### config.mk
export PLATFORM = sky130hd
export DESIGN_NAME = weight_stream_loader_flat
export DESIGN_NICKNAME = d
export VERILOG_FILES = /design/src/rtl/weight_stream_if.sv /design/src/rtl/weight_stream_loader.sv /design/src/flat_wrapper.sv
export SDC_FILE = /design/constraint.sdc
export NUM_CORES = 2
export LEC_CHECK = 0
export CAP_MARGIN = 20
export CORE_AREA = 2 2 342 242
export CTS_CLUSTER_DIAMETER = 120
export CTS_CLUSTER_SIZE = 10
export DETAILED_ROUTE_END_ITERATION = 10
export DIE_AREA = 0 0 344 244
export GPL_TIMING_DRIVEN = 0
export MAX_ROUTING_LAYER = met4
export PLACE_DENSITY = 0.83
export SLEW_MARGIN = 10
export SYNTH_ARGS = -nofsm -noshare
export SYNTH_HDL_FRONTEND = slang
export SYNTH_SLANG_ARGS = --single-unit
### constraint.sdc
create_clock -name clk -period 1.72 [get_ports clk]
set_input_delay 0.172 -clock clk [delete_from_list [all_inputs] [get_ports clk]]
set_output_delay 0.172 -clock clk [all_outputs]
set_load 0.005 [all_outputs]
### src/rtl/weight_stream_if.sv
// Weight loader bus: incoming beat stream plus the RAM write port.
interface weight_stream_if #(
  parameter int PRECISION      = 16,
  parameter int LANES_PER_WORD = 32,
  parameter int PARALLELISM    = 4,
  parameter int AWIDTH         = 4
);
  logic [PRECISION-1:0]                data_in [PARALLELISM];
  logic                                data_in_valid;
  logic                                data_in_ready;
  logic [AWIDTH-1:0]                   mem_addr;
  logic                                mem_we;
  logic [PRECISION*LANES_PER_WORD-1:0] mem_wdata;

  // Producer of weight beats, observer of the RAM port.
  modport master (
    output data_in, data_in_valid,
    input  data_in_ready, mem_addr, mem_we, mem_wdata
  );

  // The loader: consumes beats, drives the RAM port.
  modport slave (
    input  data_in, data_in_valid,
    output data_in_ready, mem_addr, mem_we, mem_wdata
  );
endinterface

### src/rtl/weight_stream_loader.sv
// Packs PARALLELISM-lane beats into RAM words and writes DEPTH words from address 0.
module weight_stream_loader #(
  parameter int PRECISION      = 16,
  parameter int LANES_PER_WORD = 32,
  parameter int PARALLELISM    = 4,
  parameter int DEPTH          = 8,
  parameter int AWIDTH         = $clog2(DEPTH) + 1
) (
  input  logic              clk,
  input  logic              rst,
  input  logic              start,
  weight_stream_if.slave    bus,
  output logic              busy,
  output logic              done,
  output logic [AWIDTH-1:0] words_written
);
  localparam int BEATS  = LANES_PER_WORD / PARALLELISM;
  localparam int WORD_W = PRECISION * LANES_PER_WORD;
  localparam int BCW    = (BEATS > 1) ? $clog2(BEATS) : 1;

  typedef enum logic [1:0] {IDLE, LOAD, DONE} state_t;

  state_t              state_q, state_d;
  logic [BCW-1:0]      beat_cnt;
  logic [AWIDTH-1:0]   word_cnt;
  logic [WORD_W-1:0]   shadow;
  logic [WORD_W-1:0]   packed_next;
  logic [AWIDTH-1:0]   mem_addr_q;
  logic                mem_we_q;
  logic [WORD_W-1:0]   mem_wdata_q;
  logic                ready;
  logic                accept;
  logic                last_beat;
  logic                last_word;
  logic                start_load;

  assign accept     = bus.data_in_valid & ready;
  assign last_beat  = (beat_cnt == BCW'(BEATS - 1));
  assign last_word  = (word_cnt == AWIDTH'(DEPTH - 1));
  assign start_load = start & (state_q != LOAD);

  assign bus.data_in_ready = ready;
  assign bus.mem_addr      = mem_addr_q;
  assign bus.mem_we        = mem_we_q;
  assign bus.mem_wdata     = mem_wdata_q;

  // State register.
  always_ff @(posedge clk) begin
    if (rst) state_q <= IDLE;
    else     state_q <= state_d;
  end

  // Next-state: start launches a load, the final word's last beat ends it.
  always_comb begin
    state_d = state_q;
    case (state_q)
      IDLE:    if (start) state_d = LOAD;
      LOAD:    if (accept && last_beat && last_word) state_d = DONE;
      DONE:    if (start) state_d = LOAD;
      default: state_d = IDLE;
    endcase
  end

  // Outputs decoded from registered state only, so ready never depends on valid.
  always_comb begin
    ready = 1'b0;
    busy  = 1'b0;
    done  = 1'b0;
    case (state_q)
      LOAD:    begin ready = 1'b1; busy = 1'b1; end
      DONE:    done = 1'b1;
      default: ;
    endcase
  end

  // Shadow word with the current beat merged into its lane slot.
  always_comb begin
    packed_next = shadow;
    for (int b = 0; b < BEATS; b++) begin
      if (beat_cnt == BCW'(b)) begin
        for (int j = 0; j < PARALLELISM; j++) begin
          packed_next[PRECISION*(b*PARALLELISM+j) +: PRECISION] = bus.data_in[j];
        end
      end
    end
  end

  // Stage p0->p1: accept beats into the shadow; on a full word issue the RAM write.
  always_ff @(posedge clk) begin
    if (rst) begin
      beat_cnt      <= '0;
      word_cnt      <= '0;
      shadow        <= '0;
      mem_we_q      <= 1'b0;
      mem_addr_q    <= '0;
      mem_wdata_q   <= '0;
      words_written <= '0;
    end else begin
      mem_we_q <= 1'b0;
      if (start_load) begin
        beat_cnt      <= '0;
        word_cnt      <= '0;
        words_written <= '0;
      end else if (accept) begin
        shadow <= packed_next;
        if (last_beat) begin
          beat_cnt      <= '0;
          mem_we_q      <= 1'b1;
          mem_addr_q    <= word_cnt;
          mem_wdata_q   <= packed_next;
          word_cnt      <= word_cnt + 1'b1;
          words_written <= words_written + 1'b1;
        end else begin
          beat_cnt <= beat_cnt + 1'b1;
        end
      end
    end
  end
endmodule

### src/flat_wrapper.sv
// flat-port wrapper written by rule: the top's interface ports become plain ports
module weight_stream_loader_flat 
#(
  parameter int PRECISION      = 16,
  parameter int LANES_PER_WORD = 32,
  parameter int PARALLELISM    = 4,
  parameter int DEPTH          = 8,
  parameter int AWIDTH         = $clog2(DEPTH) + 1
)
  (clk, rst, start, busy, done, words_written, bus_data_in, bus_data_in_valid, bus_data_in_ready, bus_mem_addr, bus_mem_we, bus_mem_wdata);
  weight_stream_if #(.PRECISION(PRECISION), .LANES_PER_WORD(LANES_PER_WORD), .PARALLELISM(PARALLELISM), .AWIDTH(AWIDTH)) bus_i ();
  input  logic clk;
  input  logic rst;
  input  logic start;
  output logic busy;
  output logic done;
  output logic [AWIDTH-1:0] words_written;
  input wire logic [$bits(bus_i.data_in)-1:0] bus_data_in;
  input wire logic [$bits(bus_i.data_in_valid)-1:0] bus_data_in_valid;
  output wire logic [$bits(bus_i.data_in_ready)-1:0] bus_data_in_ready;
  output wire logic [$bits(bus_i.mem_addr)-1:0] bus_mem_addr;
  output wire logic [$bits(bus_i.mem_we)-1:0] bus_mem_we;
  output wire logic [$bits(bus_i.mem_wdata)-1:0] bus_mem_wdata;
  assign bus_i.data_in = {>>{bus_data_in}};
  assign bus_i.data_in_valid = bus_data_in_valid;
  assign bus_data_in_ready = bus_i.data_in_ready;
  assign bus_mem_addr = bus_i.mem_addr;
  assign bus_mem_we = bus_i.mem_we;
  assign bus_mem_wdata = bus_i.mem_wdata;
  weight_stream_loader #(.PRECISION(PRECISION), .LANES_PER_WORD(LANES_PER_WORD), .PARALLELISM(PARALLELISM), .DEPTH(DEPTH), .AWIDTH(AWIDTH)) u_core (.clk(clk), .rst(rst), .start(start), .bus(bus_i), .busy(busy), .done(done), .words_written(words_written));
endmodule
# Word level (Yosys, flattened, before mapping)
# Cells that the tools add are included.
# totals
register_bits,1042
input_bits,68
word_cells,54
# classes
addsub,3
eq_ne,13
mux,15
n_bitwise,4
n_reduce_logical,11
# ops
op,n
$mux 64,8
$eq 3x3->1 const B,4
$add 4x1->4 const B,2
$eq 3x2->1 const B,2
$ne 2x1->1 const B,3
$reduce_and 2->1,3
$eq 4x3->1 const B,1
$mux 2,2
$pmux 2 s2,1
$reduce_or 2->1,2
$add 3x1->3 const B,1
$eq 3x1->1 const B,1
$logic_not 3->1,1
$mux 1,3
$mux 3,1
$reduce_and 3->1,1
$reduce_or 3->1,1
$and 1x1->1,2
$eq 2x1->1 const B,1
$eq 2x2->1 const B,1
$logic_and 1x1->1,2
$logic_not 2->1,1
$not 1->1,2

# Longest topological paths before layout
# depth
ltp_word,7
ltp_mapped,8

# Worst setup path after synthesis
# Ideal clock, no wire load.
# synth_path
path_kind,reg2reg
startpoint,reg u_core.beat_cnt[0]
endpoint,"reg u_core.mem_wdata_q[223], in the netlist u_core.bus.mem_wdata[223]"
t_arrival_ps,1593
required_time_ps,1639
slack_ps,45
path_stages_with_launch,9
n_path_buf,4
synth_period_minus_slack_ps,1675
cell_sequence,dfxtp_1 ha_1 ha_1 and4b_1 buf_6 buf_6 buf_6 buf_6 a211oi_2
# synth_via
elab_chain_cells,2
word_cells_on_any_way,4
cone_classes,2 x eq/ne; 1 x mux; 1 x reduce/logical
# synth_lines
element,line_no,source
start: declaration,weight_stream_loader.sv:24,logic [BCW-1:0] beat_cnt;
start signal: assignment,weight_stream_loader.sv:114,beat_cnt <= beat_cnt + 1'b1;
$eq 3x3->1,weight_stream_loader.sv:38,assign last_beat = (beat_cnt == BCW'(BEATS - 1));
net u_core.last_beat,weight_stream_loader.sv:33,logic last_beat;
$reduce_and 3->1 (no line),n/a,
end signal: assignment,weight_stream_loader.sv:110,mem_wdata_q <= packed_next;
end: declaration,weight_stream_loader.sv:30,logic [WORD_W-1:0] mem_wdata_q;
# The timed path passes the listed nets, and every way through them passes these cells.
# A chain may end at the register's enable or synchronous reset.

# Worst setup path after layout
# layout_path
startpoint,reg u_core.beat_cnt[0]
endpoint,"reg u_core.mem_wdata_q[416], in the netlist u_core.bus.mem_wdata[416]"
# layout_via
elab_chain_cells,2
word_cells_on_any_way,4
cone_classes,2 x eq/ne; 1 x mux; 1 x reduce/logical
# layout_lines
element,line_no
"$eq 3x3->1, on equally long branches","weight_stream_loader.sv:38, weight_stream_loader.sv:80"
$reduce_and 3->1 (no line) / $mux 64 (equally long branches),n/a
# Parallel ways exist; a longest one is shown, timed or not.

==> out/metrics.yaml <==
logic_synthesis:
  synth_most_common_cell: "dfxtp_1"
  synth.distinct_cells: 31
  synthCells: 4034
  synth_edf_count: 0
  ys.flop_type: "dfxtp_1"
  ys_warn_count: 0
  synth_top_area_frac: 0.510
  synth_top_area_cell: "dfxtp_1"
  ys_ff_latch: 978
  synth_nets: 4110
  netlist_area_mm2: 0.0384
  syn_avg_cell_area_um2: 9.52
  synthTopCellsByArea: "dfxtp_1 51%, mux2i_1 22%, nand2_1 7.0%"
  yosys-top-cells-count: "978 x dfxtp_1, 833 x mux2i_1, 716 x nand2_1"
  async_reset_ff_frac: 0
  synth-seq-area-share: 0.510
drt:
  ant_nets: 0
  drt_wl_total_um: 156000
  route.detailed.drc: 0
  vias_per_cell: 6.06
  first_pass_iters: 7
  vias: 35310
  first_iter_violations: 4369
  avgRoutedWirePerCell_um: 26.8
worst_setup_path:
  r2r_slack_ps: -300
  rr_endpoint: "u_core.bus.mem_wdata[416]$_SDFFE_PP0P_"
  r2r_start: "u_core.beat_cnt[0]$_SDFFE_PP0N_"
  reg2regPathDepth: 6
  critPathArrivalTime_ps: 2560
  crit_fanout: 10
  startpoint_type: "register"
  worstSetupPathType: "reg -> reg"
  slowest_stage: "buf_2"
  cp_cell_sequence: "inv_1 -> ha_2 -> nand2_4 -> buf_2 -> mux2i_1 -> a21oi_1"
  worst-path-buf-inv: 2
  max_stage_delay_ps: 410
  cpLargestDelayFamily: "buffers and inverters"
  worst_ep_required_time_ps: 2260
  worstSetupEndpointType: "register"
timing:
  min_period_over_period: 1.17
  slew_headroom: 0.388
  fin_setup_tns_ps: -133570
  setup_ws_ps: -300
  finalHoldViolCount: 0
  fmax_ghz: 0.495
  finalSetupViolCount: 1003
  fin_skew_ps: 22.2
  rsz0062_at_grt: "true"
  drv_slew: 0
  worstMarginPinSlew_ps: 918
  period_needed_ps: 2020
final_layout:
  final_util: 0.637
  layoutNonFillerInstCount: 5827
  drive_gt1_frac: 0.131
  finalNetCount: 4827
  syn2layout_area_growth_pct: 33.3
  n_fill_cell: 5974
floorplan:
  die-height_um: 244
  die_x_um: 344
  die-area_mm2: 0.0839
  start_util: 0.478
  std_cell_rows: 87
  pin_count: 592
  coreArea_mm2: 0.0803
worst_hold_path:
  min_path_type: "in -> reg"
  min_to: "u_core.shadow[203]$_SDFFE_PP0P_"
  hold_start: "bus_data_in[59]"
  min_path_cells: 3
place:
  dp_hpwl_um: 103000
  post-place-ws_ps: -1570
  place.port_buffers: 527
  routabilityCongestion: 0.923
  placed_cells: 5631
power_and_ir_drop:
  switching_power_mw: 10.6
  intPower_mw: 34.7
  pwr-share-seq: 0.503
  swShare: 0.234
  pwr-share-comb: 0.054
  vdd_drop_max_mv: 0.965
  pwr-share-clk: 0.443
  power_density_mw_per_mm2: 886
  power_mw: 45.4
  p_leak_nw: 21.2
run:
  cap_viol_max_count: 0
status:
  violations: "negative setup slack"
  status: "complete, but fails checks"
grt:
  grt_overflow: 0
  antenna_found_initial: 7
  grt_max_degree: 14
  first_global_vias: 32932
  grt_use_total: 0.353
  grt_pass1_wl_um: 215000
clocking:
  cts.sinks: 978
  cts_tree: "yes"
  cts_made_buffers: 107
  clkLatencyLatePin_ps: 670
  clockBufferDepth: 3
  clockRootBuffer: "clkbuf_16"
  cts_max_level: 3
  clk_pin_slew_ps: 60
==> cell families after synthesis <==
| family | count (synthesis) | share of synthesized area |
|---|---|---|
| muxes | 833 | 0.217 |
| buffers and inverters | 417 | 0.0515 |
| xor gates and xnor gates | 2 | 0.000456 |
| adders and majority gates | 8 | 0.00261 |
| and+or+nand+nor | 817 | 0.0823 |
| DFF | 978 | 0.510 |
| AOI/OAI and AO/OA | 979 | 0.137 |
==> worst max-delay path by stage <==
stage | startpoint | to | slack, ps | depth (start not counted)
global placement | rst | u_core.shadow[206]$_SDFFE_PP0P_ | -1790 | 5
CTS | u_core.beat_cnt[0]$_SDFFE_PP0N_ | u_core.bus.mem_wdata[39]$_SDFFE_PP0P_ | -290 | 7
detailed placement | rst | u_core.shadow[213]$_SDFFE_PP0P_ | -1570 | 6
global route | u_core.beat_cnt[0]$_SDFFE_PP0N_ | u_core.bus.mem_wdata[416]$_SDFFE_PP0P_ | -310 | 6
floorplan | u_core.beat_cnt[0]$_SDFFE_PP0N_ | u_core.bus.mem_wdata[223]$_SDFFE_PP0P_ | 50 | 8
finish | u_core.beat_cnt[0]$_SDFFE_PP0N_ | u_core.bus.mem_wdata[416]$_SDFFE_PP0P_ | -300 | 6
==> repair_timing <==
action / in CTS / in global routing
hold endpoints to repair: 53 / 0
pin swaps: 3 / 9
setup buffers: 12 / 7
gates resized for setup: 347 / 302
endpoints found under the setup margin: 1256 / 1359
gates cloned: 10 / 23
hold buffers: 29 / 0
==> routing by layer <==
layer	part of all wire	vias up	wire length, µm	track usage
met2	0.43	2377	67700	0.517
met1	0.39	17135	60700	0.446
met4	0.058	0	9050	0.176
met3	0.12	516	18700	0.0982
met5	0	-	0	-
li1	-	15282	-	-
==> placed cells by master (no fill, tap or decap), types with 4 or more instances in the layout <==
| master | count |
|---|---|
| clkbuf_4 | 19 |
| clkdlybuf4s50_1 | 524 |
| clkbuf_8 | 7 |
| nor2_1 | 63 |
| a21oi_1 | 413 |
| buf_8 | 34 |
| buf_6 | 51 |
| clkbuf_1 | 150 |
| inv_1 | 7 |
| dfxtp_1 | 973 |
| o21ai_0 | 386 |
| or3_1 | 4 |
| buf_2 | 23 |
| buf_12 | 33 |
| diode_2 | 4 |
| mux2i_1 | 818 |
| buf_16 | 13 |
| clkbuf_2 | 28 |
| a211oi_1 | 19 |
| nand4_1 | 5 |
| nor2b_4 | 4 |
| mux2i_2 | 14 |
| nand2_1 | 716 |
| buf_4 | 80 |
| a21oi_2 | 110 |
| clkbuf_16 | 133 |
| a211oi_2 | 46 |
| dlygate4sd3_1 | 29 |
| nor2_4 | 6 |
==> final cells by class <==
class | count | area (µm²) | share of cell area
multi-input cells | 2639 | 17600 | 0.343
clock buffers | 112 | 2790 | 0.0545
diodes | 4 | 10.0 | 0.000196
plain buffers | 409 | 3300 | 0.0645
well taps | 1068 | 1340 | 0.0261
repair buffers | 608 | 6570 | 0.128
inverters | 8 | 30.0 | 0.000587
clock inverters | 1 | 8.76 | 0.000171
flip-flops and latches | 978 | 19600 | 0.383
==> tightest hold or removal path: stages <==
cell,delay (ps)
clkbuf_1,280
nand2_1,140
a21oi_1,50
==> power by group through the flow <==
stage	clock [mW]	combinational [mW]	sequential, mW
floorplan	0	1.29	23.3
global placement	0	2.08	23.3
detailed placement	0	2.12	23.3
CTS	19.9	2.24	22.8
global route	20.8	2.50	22.8
finish	20.1	2.44	22.8
==> stage by stage <==
step	area [µm²]	hold slack [ps]
6_report	51200	31.6
5_1_grt	51200	9.21
4_1_cts	49600	0.277
3_5_place_dp	45100	446
3_3_place_gp	45000	440
2_1_floorplan	38400	434
==> registers in the layout, indices dropped and copies added (netlist names) <==
signal                flops
u_core.words_written      4
u_core.bus.mem_we         1
u_core.bus.mem_wdata    512
u_core.beat_cnt           3
u_core.bus.mem_addr       4
u_core.state_q            2
u_core.shadow           448
u_core.word_cnt           4
(Power assumes the default switching activity.)
